==> src/rtl/adder_rr_scheduler.sv <==
// adder_rr_scheduler
// Round-robin front end that shares one pipelined adder (fixed LATENCY) between
// NUM_REQ requesters. At most one operand pair is issued per cycle. A tag
// pipeline that runs in step with the adder tells which response slot gets
// each result. Each slot holds its sum and carry-out until the requester
// consumes it.
//
// Ports
//   clk, reset            : rising-edge clock, asynchronous active-high reset
//   req_valid/req_ready   : per-requester request handshake (ready is the grant)
//   req_a, req_b          : packed operands, requester i at [i*WIDTH +: WIDTH]
//   rsp_valid/rsp_ready   : per-requester response handshake
//   rsp_sum, rsp_cout     : held result per requester (same packing as req_a)
//   add_a, add_b          : registered operands driven into the external adder
//   add_sum, add_cout     : adder result, valid LATENCY edges after add_a/add_b load
module adder_rr_scheduler #(
  parameter int NUM_REQ = 4,
  parameter int WIDTH   = 32,
  parameter int LATENCY = 5
) (
  input  logic                     clk,
  input  logic                     reset,
  input  logic [NUM_REQ-1:0]       req_valid,
  output logic [NUM_REQ-1:0]       req_ready,
  input  logic [NUM_REQ*WIDTH-1:0] req_a,
  input  logic [NUM_REQ*WIDTH-1:0] req_b,
  output logic [NUM_REQ-1:0]       rsp_valid,
  input  logic [NUM_REQ-1:0]       rsp_ready,
  output logic [NUM_REQ*WIDTH-1:0] rsp_sum,
  output logic [NUM_REQ-1:0]       rsp_cout,
  output logic [WIDTH-1:0]         add_a,
  output logic [WIDTH-1:0]         add_b,
  input  logic [WIDTH-1:0]         add_sum,
  input  logic                     add_cout
);

  localparam int PTR_W = $clog2(NUM_REQ);

  logic [PTR_W-1:0]   ptr_r;
  logic [NUM_REQ-1:0] pending_r;
  logic [LATENCY-1:0] pipe_valid_r;
  logic [PTR_W-1:0]   pipe_tag_r [LATENCY];

  logic [NUM_REQ-1:0] elig_s;
  logic [NUM_REQ-1:0] grant_s;
  logic [PTR_W-1:0]   grant_idx_s;
  logic [PTR_W-1:0]   cand_idx_s;
  logic [PTR_W-1:0]   ptr_next_s;
  logic               grant_any_s;
  logic               cap_s;
  logic [PTR_W-1:0]   cap_tag_s;

  // A requester with a result still in flight or unconsumed is not eligible.
  assign elig_s = req_valid & ~pending_r;

  // The last tag stage marks the edge on which add_sum belongs to that slot.
  assign cap_s     = pipe_valid_r[LATENCY-1];
  assign cap_tag_s = pipe_tag_r[LATENCY-1];

  // Grant the first eligible requester, searching from ptr_r and wrapping.
  always_comb begin
    grant_s     = '0;
    grant_idx_s = '0;
    grant_any_s = 1'b0;
    cand_idx_s  = '0;
    for (int k = 0; k < NUM_REQ; k++) begin
      cand_idx_s = PTR_W'((int'(ptr_r) + k) % NUM_REQ);
      if (!grant_any_s && elig_s[cand_idx_s]) begin
        grant_any_s            = 1'b1;
        grant_idx_s            = cand_idx_s;
        grant_s[cand_idx_s]    = 1'b1;
      end else begin
        grant_any_s = grant_any_s;
      end
    end
  end

  // The pointer moves to the index just past the winner, wrapping at NUM_REQ.
  always_comb begin
    ptr_next_s = ptr_r;
    if (grant_idx_s == PTR_W'(NUM_REQ - 1)) begin
      ptr_next_s = '0;
    end else begin
      ptr_next_s = grant_idx_s + PTR_W'(1);
    end
  end

  // Gate the grant with reset so the handshake is closed while reset is held.
  assign req_ready = reset ? '0 : grant_s;

  // Issue register: pointer and adder operands advance only on a grant.
  always_ff @(posedge clk or posedge reset) begin
    if (reset) begin
      ptr_r <= '0;
      add_a <= '0;
      add_b <= '0;
    end else if (grant_any_s) begin
      ptr_r <= ptr_next_s;
      add_a <= req_a[grant_idx_s*WIDTH +: WIDTH];
      add_b <= req_b[grant_idx_s*WIDTH +: WIDTH];
    end
  end

  // Pending flag per requester: set on issue, cleared when the response is taken.
  always_ff @(posedge clk or posedge reset) begin
    if (reset) begin
      pending_r <= '0;
    end else begin
      for (int i = 0; i < NUM_REQ; i++) begin
        if (grant_s[i]) begin
          pending_r[i] <= 1'b1;
        end else if (rsp_valid[i] && rsp_ready[i]) begin
          pending_r[i] <= 1'b0;
        end
      end
    end
  end

  // Tag pipeline that shifts every edge in step with the adder and never stalls.
  always_ff @(posedge clk or posedge reset) begin
    if (reset) begin
      pipe_valid_r <= '0;
      for (int k = 0; k < LATENCY; k++) begin
        pipe_tag_r[k] <= '0;
      end
    end else begin
      pipe_valid_r[0] <= grant_any_s;
      pipe_tag_r[0]   <= grant_idx_s;
      for (int k = 1; k < LATENCY; k++) begin
        pipe_valid_r[k] <= pipe_valid_r[k-1];
        pipe_tag_r[k]   <= pipe_tag_r[k-1];
      end
    end
  end

  // Response slots: load from the adder when the tag arrives, hold until consumed.
  // A slot cannot be loaded while it is occupied because pending_r blocks re-issue.
  always_ff @(posedge clk or posedge reset) begin
    if (reset) begin
      rsp_valid <= '0;
      rsp_sum   <= '0;
      rsp_cout  <= '0;
    end else begin
      for (int i = 0; i < NUM_REQ; i++) begin
        if (cap_s && (cap_tag_s == PTR_W'(i))) begin
          rsp_valid[i]                  <= 1'b1;
          rsp_sum[i*WIDTH +: WIDTH]     <= add_sum;
          rsp_cout[i]                   <= add_cout;
        end else if (rsp_valid[i] && rsp_ready[i]) begin
          rsp_valid[i] <= 1'b0;
        end
      end
    end
  end

endmodule
==> config.mk <==
export PLATFORM = sky130hd
export DESIGN_NAME = adder_rr_scheduler
export DESIGN_NICKNAME = d
export VERILOG_FILES = /design/src/rtl/adder_rr_scheduler.sv
export SDC_FILE = /design/constraint.sdc
export NUM_CORES = 1
export LEC_CHECK = 0
export ABC_AREA = 1
export ABC_CLOCK_PERIOD_IN_PS = 25600
export CORE_MARGIN = 4
export CORE_UTILIZATION = 25
export DETAILED_ROUTE_END_ITERATION = 7
export PLACE_DENSITY = 0.53
export SYNTH_ARGS = -nofsm -noshare
export SYNTH_HDL_FRONTEND = slang
export SYNTH_SLANG_ARGS = --single-unit
==> constraint.sdc <==
create_clock -name clk -period 25.6 [get_ports clk]
set_input_delay 7.68 -clock clk [delete_from_list [all_inputs] [get_ports clk]]
set_output_delay 7.68 -clock clk [all_outputs]
set_load 0.03 [all_outputs]
Word level (Yosys, flattened, before mapping)
Index checks and enable logic that the tools add are counted.
{ "totals": {"reg_bits": 221, "latchBits": 0, "mem_bits_rw": 0, "mem_bits_ro": 0, "in_bits": 299, "out_inout_bits": 204, "wordCells": 117, "mem_count": 0} }
{ "op_classes": {"n_addsub": 4, "multipliers": 0, "div": 0, "magnitude_cmp": 8, "eq_ne": 4, "shifts": 2, "muxes": 42, "n_bitwise": 5, "reduce_logical": 27} }
{ "op_table": {"columns": ["cell", "n"], "rows": [
  ["$shiftx 128x8->32", 2],
  ["$mux 1", 24],
  ["$mux 4", 5],
  ["$reduce_bool 2->1", 8],
  ["$logic_and 1x1->1", 15],
  ["$lt 2x3->1 const B", 4],
  ["$or 4x4->4", 3],
  ["$mux 2", 5],
  ["$bmux 1 s2", 4],
  ["$demux 1 s2", 4],
  ["$ge 2x1->1 const B", 4],
  ["$eq 2x2->1 const B", 3],
  ["$add 2x1->2 const B", 2],
  ["$add 2x2->2 const B", 2],
  ["$and 4x4->4", 1],
  ["$not 4->4", 1],
  ["$logic_not 1->1", 3],
  ["$eq 2x1->1 const B", 1],
  ["$logic_not 2->1", 1]
]} }

Depth between registers and ports, before layout
{ "depth": {"depth_word": 16, "ltp_mapped": 17, "mapped_depth_nobuf": 15} }

Worst setup path after synthesis
No wires, ideal clock.
{ "synth_path": {"path_type": "in2out", "startpoint": "input req_valid[3]", "endpoint": "output req_ready[0]", "arrival_time_ps": 8824, "required_ps": 17920, "setup_slack_ps": 9096, "cell_stages": 8, "path_buffers": 1, "cell_sequence": "nand3_1 nand3_1 nand2_2 buf_6 nand4_4 inv_1 a21oi_1 nor2_1"} }
{ "synth_via": {"elab_chain_cells": 14, "word_cells_on_any_way": 26, "classes_between": "mux (16); bitwise (4); reduce/logical (6)"} }
{ "synth_rtl": {"columns": ["element", "line_no", "rtl"], "rows": [
  ["start: declaration", "23", "input logic [NUM_REQ-1:0] req_valid,"],
  ["$and 4x4->4 (*)", "54", "assign elig_s = req_valid & ~pending_r;"],
  ["$bmux 1 s2", "68", "if (!grant_any_s && elig_s[cand_idx_s]) begin"],
  ["$mux 1 (implied by the code)", "68", null],
  ["$mux 1", "68", null],
  ["$logic_not 1->1", "68", null],
  ["$logic_and 1x1->1", "68", null],
  ["$mux 1", "68", null],
  ["$logic_not 1->1", "68", null],
  ["$logic_and 1x1->1", "68", null],
  ["$mux 1", "68", null],
  ["$logic_not 1->1", "68", null],
  ["$logic_and 1x1->1", "68", null],
  ["$mux 4 (*)", "68", null],
  ["$mux 4 (*)", "89", "assign req_ready = reset ? '0 : grant_s;"],
  ["end: declaration", "24", "output logic [NUM_REQ-1:0] req_ready,"]
]} }
Every way passes the cells marked *; elsewhere a longest branch is shown, timed or not. The select of a mux whose other input is x is not followed.

Worst setup path after layout
{ "layout_path": {"startpoint": "input req_valid[3]", "endpoint": "output req_ready[3]"} }
The elaborated chain is that of the path after synthesis.

==> metrics.yaml <==
die_area_sq_um: 50900
synth_cells: 1645
synth_seq_cells: 221
rsz0062_at_grt: "false"
grt_usage_pct: 18.4
finalNetCount: 2385
post-route-util_pct: 39.2
layout-drive-gt1-share_pct: 3.62
drt_iter0_markers: 897
syn_area_sq_um: 11800
initial_core_util_pct: 25.4
hold_buffers: 0
drc: 0
final_common_cell: "nand2_1"
drv_cap: 0
syn2layout_area_growth_pct: 54.4
skew_ns: 0.00719
fin_tns_setup_ns: 0
hold_ws_ns: 0.345
post_cts_resized: 0
nFillCells: 4957
post_drt_wl_per_cell_um: 18.0
fin_crit_sh_pct: 68.8
rrSetupSlack_ns: 20.98
required_ns: 17.92
clk_latency_ns: 0.55
hold_violations: 0
mostFrequentLayoutCells: "544 x nand2_1, 502 x clkdlybuf4s50_1, 308 x inv_1"
ios: 503
setup.worst_path.start_class: "input pin"
setup_viol: 0
io_buffers: 502
rows: 79
clock_sinks: 221
syn-num-nets: 1953
grt_start_max_net_pins: 89
run_status: "completed"
grt_pass1_vias: 12100
post-place-ws_ns: 8.01
grt-ovfl-total: 0
drtAntennaViolNets: 0
root_buffer: "clkbuf_16"
die_y_um: 226
h-tree-depth: 1
drt-total-wl_um: 48900
vias_per_cell: 4.55
num_vias: 12400
cp-end-kind: "output pin"
yosysWarnings: 0
drtPass1Iterations: 5
ys_types: 22
tritoncts: "done"
synth.avg_cell_area_sq_um: 7.20
arrival_ns: 9.93
antenna_found_initial: 22
cts_buffers: 27
chipWidth_um: 226
tightest_slew_ns: 0.981
place_congestion: 0.913
slew_viol_final: 0
clk_path_buf_depth: 3
fmax_mhz: 56.8
dp_hpwl_um: 36000
core_sq_um: 46700
hp-class: "register to register"
post-route-min-period_ns: 17.61
synth-seq-area-share_pct: 46.7
grt_pass1_wl_um: 73700
cts_setup_buffers: 0
crit_fanout: 13
max-slew-margin-rel_pct: 34.6
setup_ws_ns: 7.99
worst-setup-path-type: "input pin to output pin"
path_clk_slew_ns: 0.06
## sequential cells by signal, summed over array words and instances (netlist names)
| register | count |
|---|---|
| ptr_r | 2 |
| cap_tag_s | 2 |
| pipe_valid_r | 5 |
| pending_r | 4 |
| rsp_cout | 4 |
| rsp_sum | 128 |
| pipe_tag_r | 8 |
| rsp_valid | 4 |
| add_a | 32 |
| add_b | 32 |
## per-stage QoR
step / instances / cell area, sq um
after global routing: 2708 / 18300
after CTS: 2705 / 18300
after floorplan: 1645 / 11800
final: 2713 / 18300
after global placement: 2655 / 17300
after detailed placement: 2655 / 17300
## cells in the mapped netlist (all sizes together)
| library cell | count | area [sq um] |
|---|---|---|
| buf | 71 | 372 |
| nand4 | 131 | 850 |
| inv | 312 | 1170 |
| ha | 9 | 113 |
| a21oi | 6 | 30.0 |
| dfrtp | 221 | 5530 |
| o21ai | 137 | 686 |
| a21boi | 1 | 7.51 |
| nand2 | 550 | 2080 |
| nor2 | 7 | 26.3 |
| o31ai | 1 | 7.51 |
| o221ai | 4 | 35.0 |
| clkbuf | 41 | 154 |
| nand3 | 154 | 786 |
## per-layer routing
metal	part of all wire, %	wire, um	vias to the layer above	GRT usage (%)
met4	2.0	968	10	3.91
met3	9.5	4650	69	6.46
met2	48	23400	478	31.1
li1	-	-	6008	-
met1	40	19800	5786	22.7
met5	0.13	65	-	0
## cells by family after synthesis
logic type | after synthesis | synth area share, %
flip-flops | 221 | 46.7
adder cells (fa/ha/maj) | 9 | 0.951
buffers and inverters | 424 | 14.3
AO/OA/AOI/OAI | 149 | 6.47
AND/OR/NAND/NOR | 842 | 31.6
## worst paths after layout
check,startpoint,end,depth (start not counted)
min,pipe_tag_r[3],cap_tag_s[1],0
max in group asynchronous,reset,add_b[30],4
max,req_valid[3],req_ready[3],9
min in group asynchronous,reset,pending_r[0],2
max reg2reg,ptr_r[0],add_a[0],15
min reg2reg,pipe_tag_r[3],cap_tag_s[1],0
## worst max-delay path, stage by stage
cell and delay, ns:
clkdlybuf4s50_1 0.45, nand3_1 0.14, nand3_1 0.13, nand2_2 0.27, nand3_2 0.18, o221ai_1 0.18
a21oi_1 0.09, nor2_1 0.11, clkdlybuf4s50_1 0.68
## area by class of cell
| class | count | area, sq um | area share, % |
|---|---|---|---|
| multi-input cells | 1000 | 4670 | 25.5 |
| clock buffers | 36 | 739 | 4.04 |
| well taps | 607 | 759 | 4.15 |
| clock inverters | 14 | 272 | 1.48 |
| repair buffers | 515 | 5120 | 28.0 |
| inverters | 312 | 1180 | 6.44 |
| flip-flops and latches | 221 | 5530 | 30.2 |
| diodes | 8 | 20.0 | 0.109 |
Power is not shown: default switching activity piles up to over one toggle a cycle in this logic, so the estimate is an artifact.
